===== src/rtl/mem_pkg.sv =====
// rtl/mem_pkg.sv - shared Mem geometry and arbiter FSM state encoding
package mem_pkg;

   localparam int MEM_ADDR_BITS = 10;
   localparam int MEM_DATA_BITS = 32;

   typedef enum logic [1:0] {
      ST_IDLE  = 2'd0,
      ST_ISSUE = 2'd1,
      ST_CLEAR = 2'd2,
      ST_DONE  = 2'd3
   } state_e;

endpackage


===== src/rtl/rr_arb2.sv =====
// rtl/rr_arb2.sv - stateless 2-way round-robin picker
module rr_arb2 (
   input  logic [1:0] req,
   input  logic       last_grant,
   output logic       grant
);

   // With no request the index is a don't-care; 0 keeps it deterministic.
   always_comb begin
      grant = 1'b0;
      if (req == 2'b11) begin
         grant = ~last_grant;
      end else if (req[1]) begin
         grant = 1'b1;
      end
   end

endmodule


===== src/rtl/mem_arbiter.sv =====
// rtl/mem_arbiter.sv - two-port round-robin Mem arbiter with whole-memory clear
module mem_arbiter
   import mem_pkg::*;
#(
   parameter int ADDR_BITS = MEM_ADDR_BITS,
   parameter int DATA_BITS = MEM_DATA_BITS
) (
   input  logic                 clk,
   input  logic                 rst_n,
   input  logic                 p0_req,
   input  logic                 p0_we,
   input  logic [ADDR_BITS-1:0] p0_addr,
   input  logic [DATA_BITS-1:0] p0_wdata,
   output logic                 p0_gnt,
   output logic                 p0_done,
   output logic [DATA_BITS-1:0] p0_rdata,
   input  logic                 p1_req,
   input  logic                 p1_we,
   input  logic [ADDR_BITS-1:0] p1_addr,
   input  logic [DATA_BITS-1:0] p1_wdata,
   output logic                 p1_gnt,
   output logic                 p1_done,
   output logic [DATA_BITS-1:0] p1_rdata,
   input  logic                 clr_req,
   output logic                 clr_done,
   output logic [ADDR_BITS-1:0] mem_addr,
   output logic [DATA_BITS-1:0] mem_wdata,
   output logic                 mem_sel,
   output logic                 mem_str,
   output logic                 mem_ld,
   output logic                 mem_clr,
   input  logic [DATA_BITS-1:0] mem_rdata,
   output logic                 busy
);

   state_e               state_q, state_d;
   logic                 last_grant_q, last_grant_d;
   logic                 port_q, port_d;
   logic                 we_q, we_d;
   logic [ADDR_BITS-1:0] addr_q, addr_d;
   logic [DATA_BITS-1:0] wdata_q, wdata_d;
   logic [1:0]           gnt_q, gnt_d;
   logic [1:0]           done_q, done_d;
   logic                 clr_done_q, clr_done_d;
   logic                 mem_sel_q, mem_sel_d;
   logic                 mem_str_q, mem_str_d;
   logic                 mem_ld_q, mem_ld_d;
   logic                 mem_clr_q, mem_clr_d;
   logic                 pick;

   rr_arb2 u_rr_arb2 (
      .req        ({p1_req, p0_req}),
      .last_grant (last_grant_q),
      .grant      (pick)
   );

   // Strobes and pulses are computed one state ahead so every output is a flop.
   always_comb begin
      state_d      = state_q;
      last_grant_d = last_grant_q;
      port_d       = port_q;
      we_d         = we_q;
      addr_d       = addr_q;
      wdata_d      = wdata_q;
      gnt_d        = 2'b00;
      done_d       = 2'b00;
      clr_done_d   = 1'b0;
      mem_sel_d    = 1'b0;
      mem_str_d    = 1'b0;
      mem_ld_d     = 1'b0;
      mem_clr_d    = 1'b0;
      case (state_q)
         ST_IDLE: begin
            if (clr_req) begin
               state_d   = ST_CLEAR;
               mem_clr_d = 1'b1;
            end else if (p0_req || p1_req) begin
               state_d      = ST_ISSUE;
               port_d       = pick;
               last_grant_d = pick;
               we_d         = pick ? p1_we    : p0_we;
               addr_d       = pick ? p1_addr  : p0_addr;
               wdata_d      = pick ? p1_wdata : p0_wdata;
               gnt_d[pick]  = 1'b1;
               mem_sel_d    = 1'b1;
               mem_str_d    = we_d;
               mem_ld_d     = ~we_d;
            end
         end
         ST_ISSUE: begin
            state_d        = ST_DONE;
            done_d[port_q] = 1'b1;
         end
         ST_CLEAR: begin
            state_d    = ST_DONE;
            clr_done_d = 1'b1;
         end
         default: state_d = ST_IDLE;
      endcase
   end

   always_ff @(posedge clk or negedge rst_n) begin
      if (!rst_n) begin
         state_q      <= ST_IDLE;
         last_grant_q <= 1'b1;
         port_q       <= 1'b0;
         we_q         <= 1'b0;
         addr_q       <= '0;
         wdata_q      <= '0;
         gnt_q        <= 2'b00;
         done_q       <= 2'b00;
         clr_done_q   <= 1'b0;
         mem_sel_q    <= 1'b0;
         mem_str_q    <= 1'b0;
         mem_ld_q     <= 1'b0;
         mem_clr_q    <= 1'b0;
      end else begin
         state_q      <= state_d;
         last_grant_q <= last_grant_d;
         port_q       <= port_d;
         we_q         <= we_d;
         addr_q       <= addr_d;
         wdata_q      <= wdata_d;
         gnt_q        <= gnt_d;
         done_q       <= done_d;
         clr_done_q   <= clr_done_d;
         mem_sel_q    <= mem_sel_d;
         mem_str_q    <= mem_str_d;
         mem_ld_q     <= mem_ld_d;
         mem_clr_q    <= mem_clr_d;
      end
   end

   assign p0_gnt    = gnt_q[0];
   assign p1_gnt    = gnt_q[1];
   assign p0_done   = done_q[0];
   assign p1_done   = done_q[1];
   assign clr_done  = clr_done_q;
   assign p0_rdata  = (done_q[0] && !we_q) ? mem_rdata : '0;
   assign p1_rdata  = (done_q[1] && !we_q) ? mem_rdata : '0;
   assign mem_addr  = addr_q;
   assign mem_wdata = wdata_q;
   assign mem_sel   = mem_sel_q;
   assign mem_str   = mem_str_q;
   assign mem_ld    = mem_ld_q;
   assign mem_clr   = mem_clr_q;
   assign busy      = (state_q != ST_IDLE);

endmodule

===== config.mk =====
export PLATFORM = sky130hd
export DESIGN_NAME = mem_arbiter
export DESIGN_NICKNAME = d
export VERILOG_FILES = /design/src/rtl/mem_pkg.sv /design/src/rtl/rr_arb2.sv /design/src/rtl/mem_arbiter.sv
export SDC_FILE = /design/constraint.sdc
export NUM_CORES = 1
export LEC_CHECK = 0
export CORE_UTILIZATION = 36
export CTS_CLUSTER_SIZE = 8
export DETAILED_ROUTE_END_ITERATION = 10
export PLACE_DENSITY_LB_ADDON = 0.2
export SYNTH_ARGS = -nofsm -noshare
export SYNTH_HDL_FRONTEND = slang
export SYNTH_SLANG_ARGS = --single-unit

===== constraint.sdc =====
create_clock -name clk -period 4.4 [get_ports clk]
set_input_delay 0.66 -clock clk [delete_from_list [all_inputs] [get_ports clk]]
set_output_delay 0.66 -clock clk [all_outputs]
set_load 0.02 [all_outputs]

==> metrics.yaml <==
logic_synthesis:
  yosys_warnings: 0
  synth.area.mux_share_pct: 0.673
  synth_xor_area_share_pct: 0
  synth_top_family_by_area: "simple AND/OR/NAND/NOR gates"
  synth-adder-area-share_pct: 1.68
  synth-simple-area-share_pct: 27.2
  seq_area_frac_synth_pct: 47.1
  synthesis.area_sq_um: 2980
  syn_nets: 451
  syn_inst: 324
  yosys_register_bits: 56
  synth_cell_types: 28
  avgSynthCellArea_sq_um: 9.18
  synth_compound_area_share_pct: 17.7
sta:
  setup_viol: 0
  final_max_slew_viol_count: 0
  rsz0062_at_grt: "false"
  relSlewSlack_pct: 38.0
  hold_viol: 0
  post-route-period-util_pct: 60.4
  fmax_ghz: 0.376
  worstMarginPinSlew_ns: 0.928
  tns_ns: 0
  clock_skew_ns: 0.00682
  fin_crit_ns: 2.66
pwr:
  clkPwrFrac_pct: 10.5
  powerDensity_nw_per_um2: 515
  intPower_w: 0.00169
  switching_share_pct: 40.2
  p_switching_w: 0.00113
  p_leak_nw: 2.31
  finalPower_w: 0.00282
  combinationalPowerShare_pct: 57.8
  seq_power_share_pct: 31.7
  ir_worst_vdd_mv: 0.270
finish:
  drive_above_1_share_pct: 3.83
  nets: 675
  area_growth_pct: 84.1
  mostFrequentLayoutCells: "clkdlybuf4s50_1 (237), and2_1 (67), nand2_1 (58)"
  fillCellCount: 644
  antenna_cells: 0
  mostFrequentLayoutCell: "clkdlybuf4s50_1"
clock_tree:
  htreeDepth: 2
  cts_root_buffer: "clkbuf_8"
  clockBufferDepth: 2
  numCtsBuffers: 5
  hold_buffers: 0
  clock_sinks: 56
  postCtsSetupBuffers: 0
  cts_tree: "done"
  ctsResizeCount: 0
  insertion_delay_ns: 0.30
  clk_pin_slew_ns: 0.10
routing:
  drt_iter0_drc: 137
  wl_per_cell_microns: 16.4
  drc: 0
  drtPass1Iterations: 4
  wl_microns: 10700
  vias: 3229
  vias_per_cell: 4.96
  final_antenna_net_count: 0
floorplanning:
  start_util_pct: 37.9
  die_y_microns: 92.9
  ioPinCount: 239
  die_w_microns: 92.9
  design.die.area_sq_um: 8630
  coreArea_sq_um: 7850
  rows: 32
job:
  max_cap_violations: 0
grt:
  grt_pass1_wl_microns: 15900
  track_usage_pct: 24.2
  grt_antenna_before_repair: 0
  overflow: 0
  grt_pass1_vias: 3090
  grt_max_degree: 57
placement:
  portBuffers: 238
  gp_congestion: 0.757
  dp_hpwl_microns: 8380
setup_path:
  crit_arrival_ns: 2.80
  critPathLaunchType: "input port"
  cp.required_ns: 4.54
  crit_type: "in -> reg"
  worstPathCellList: "clkdlybuf4s50_1 > or2_1 > buf_4 > nand2_8 > inv_1 > a31oi_1"
  cpMaxStageDelayCell: "inv_1"
  path_delay_family: "buffers and inverters"
  max_stage_delay_ns: 0.71
  critical_path.max_fanout: 34
  critPathCaptureType: "register"
  path_buf_inv: 3
run_status:
  status: "complete, no violations"
min_path:
  min_path_type: "in -> async"
==> cell usage after synthesis <==
master    number  area (sq um)
a21bo_2        1          10.0
nand2b_1       1          6.26
a31oi_1       29           181
clkbuf_2       1          5.00
a221o_1       13           130
a21boi_4       1          18.8
mux2i_1        2          20.0
nor2b_1        4          25.0
nand2_1       58           218
nand3_1        1          5.00
o32ai_1        1          8.76
buf_4          3          22.5
or2_1          1          6.26
a21oi_1       31           155
o31ai_1        1          7.51
dfrtp_1       55          1380
nor2_1         5          18.8
buf_6          3          33.8
clkbuf_1       8          30.0
and2_1        67           419
nor3_2         1          10.0
nand2_8        1          20.0
dfstp_2        1          26.3
inv_1          4          15.0
a21o_1         2          15.0
ha_1           4          50.1
and3_1        13          81.3
buf_2         12          60.1
==> flip-flops by register name (all words and copies together) (netlist names), 2 cells and up <==
register	count
done_q	2
state_q	2
mem_addr	10
mem_wdata	32
gnt_q	2
==> final timing paths <==
check,from,end,slack (ns),depth (start not counted)
min reg2reg,port_q,done_q[0],0.47,1
max reg2reg,state_q[0],mem_wdata[7],2.23,6
max,p0_req,mem_wdata[7],1.74,6
min,rst_n,mem_wdata[30],0.46,2
max in group asynchronous,rst_n,done_q[0],3.45,2
min in group clk,port_q,done_q[0],0.47,1
==> cells by family (layout without fill, tap and decap cells) <==
family          Yosys count  count (layout)
flops                    56              56
mux                       2               2
compound gates           79              79
fa+ha+maj                 4               4
simple gates            152             152
buf+inv                  31             256
==> final cells by class <==
cell class	instances	area (sq um)	share of cell area (%)
inverter	4	15.0	0.274
clock buffer	6	82.6	1.51
clock inverter	2	13.8	0.251
sequential	56	1400	25.6
tap	102	128	2.33
multi-input combinational	237	1410	25.8
timing repair buffer	244	2420	44.2
==> routing by layer <==
layer	routed length, microns	track usage, %
met4	169	6.28
met2	5890	47.4
met3	909	6.90
met5	0	0
met1	3730	24.7
==> power groups by stage <==
stage               clock network [W]  registers [W]  logic [W]
floorplan                           0        0.00115   0.000581
detailed placement                  0       0.000904    0.00164
CTS                          0.000303       0.000896    0.00165
global placement                    0       0.000896    0.00161
finish                       0.000297       0.000894    0.00163
global route                 0.000322       0.000923    0.00174
==> through the flow <==
step / hold WS, ns / util [%] / setup slack [ns] / area [sq um] / std cells
finish: 0.458 / 69.8 / 1.74 / 5480 / 651
global route: 0.486 / 69.8 / 1.55 / 5480 / 651
CTS: 0.463 / 69.8 / 1.72 / 5480 / 651
detailed placement: 0.443 / 68.6 / 1.39 / 5380 / 643
global placement: 0.444 / 68.6 / 1.46 / 5380 / 643
floorplan: 0.364 / - / 2.59 / 2980 / 324
Note: power is estimated with default switching activity, not from simulation.
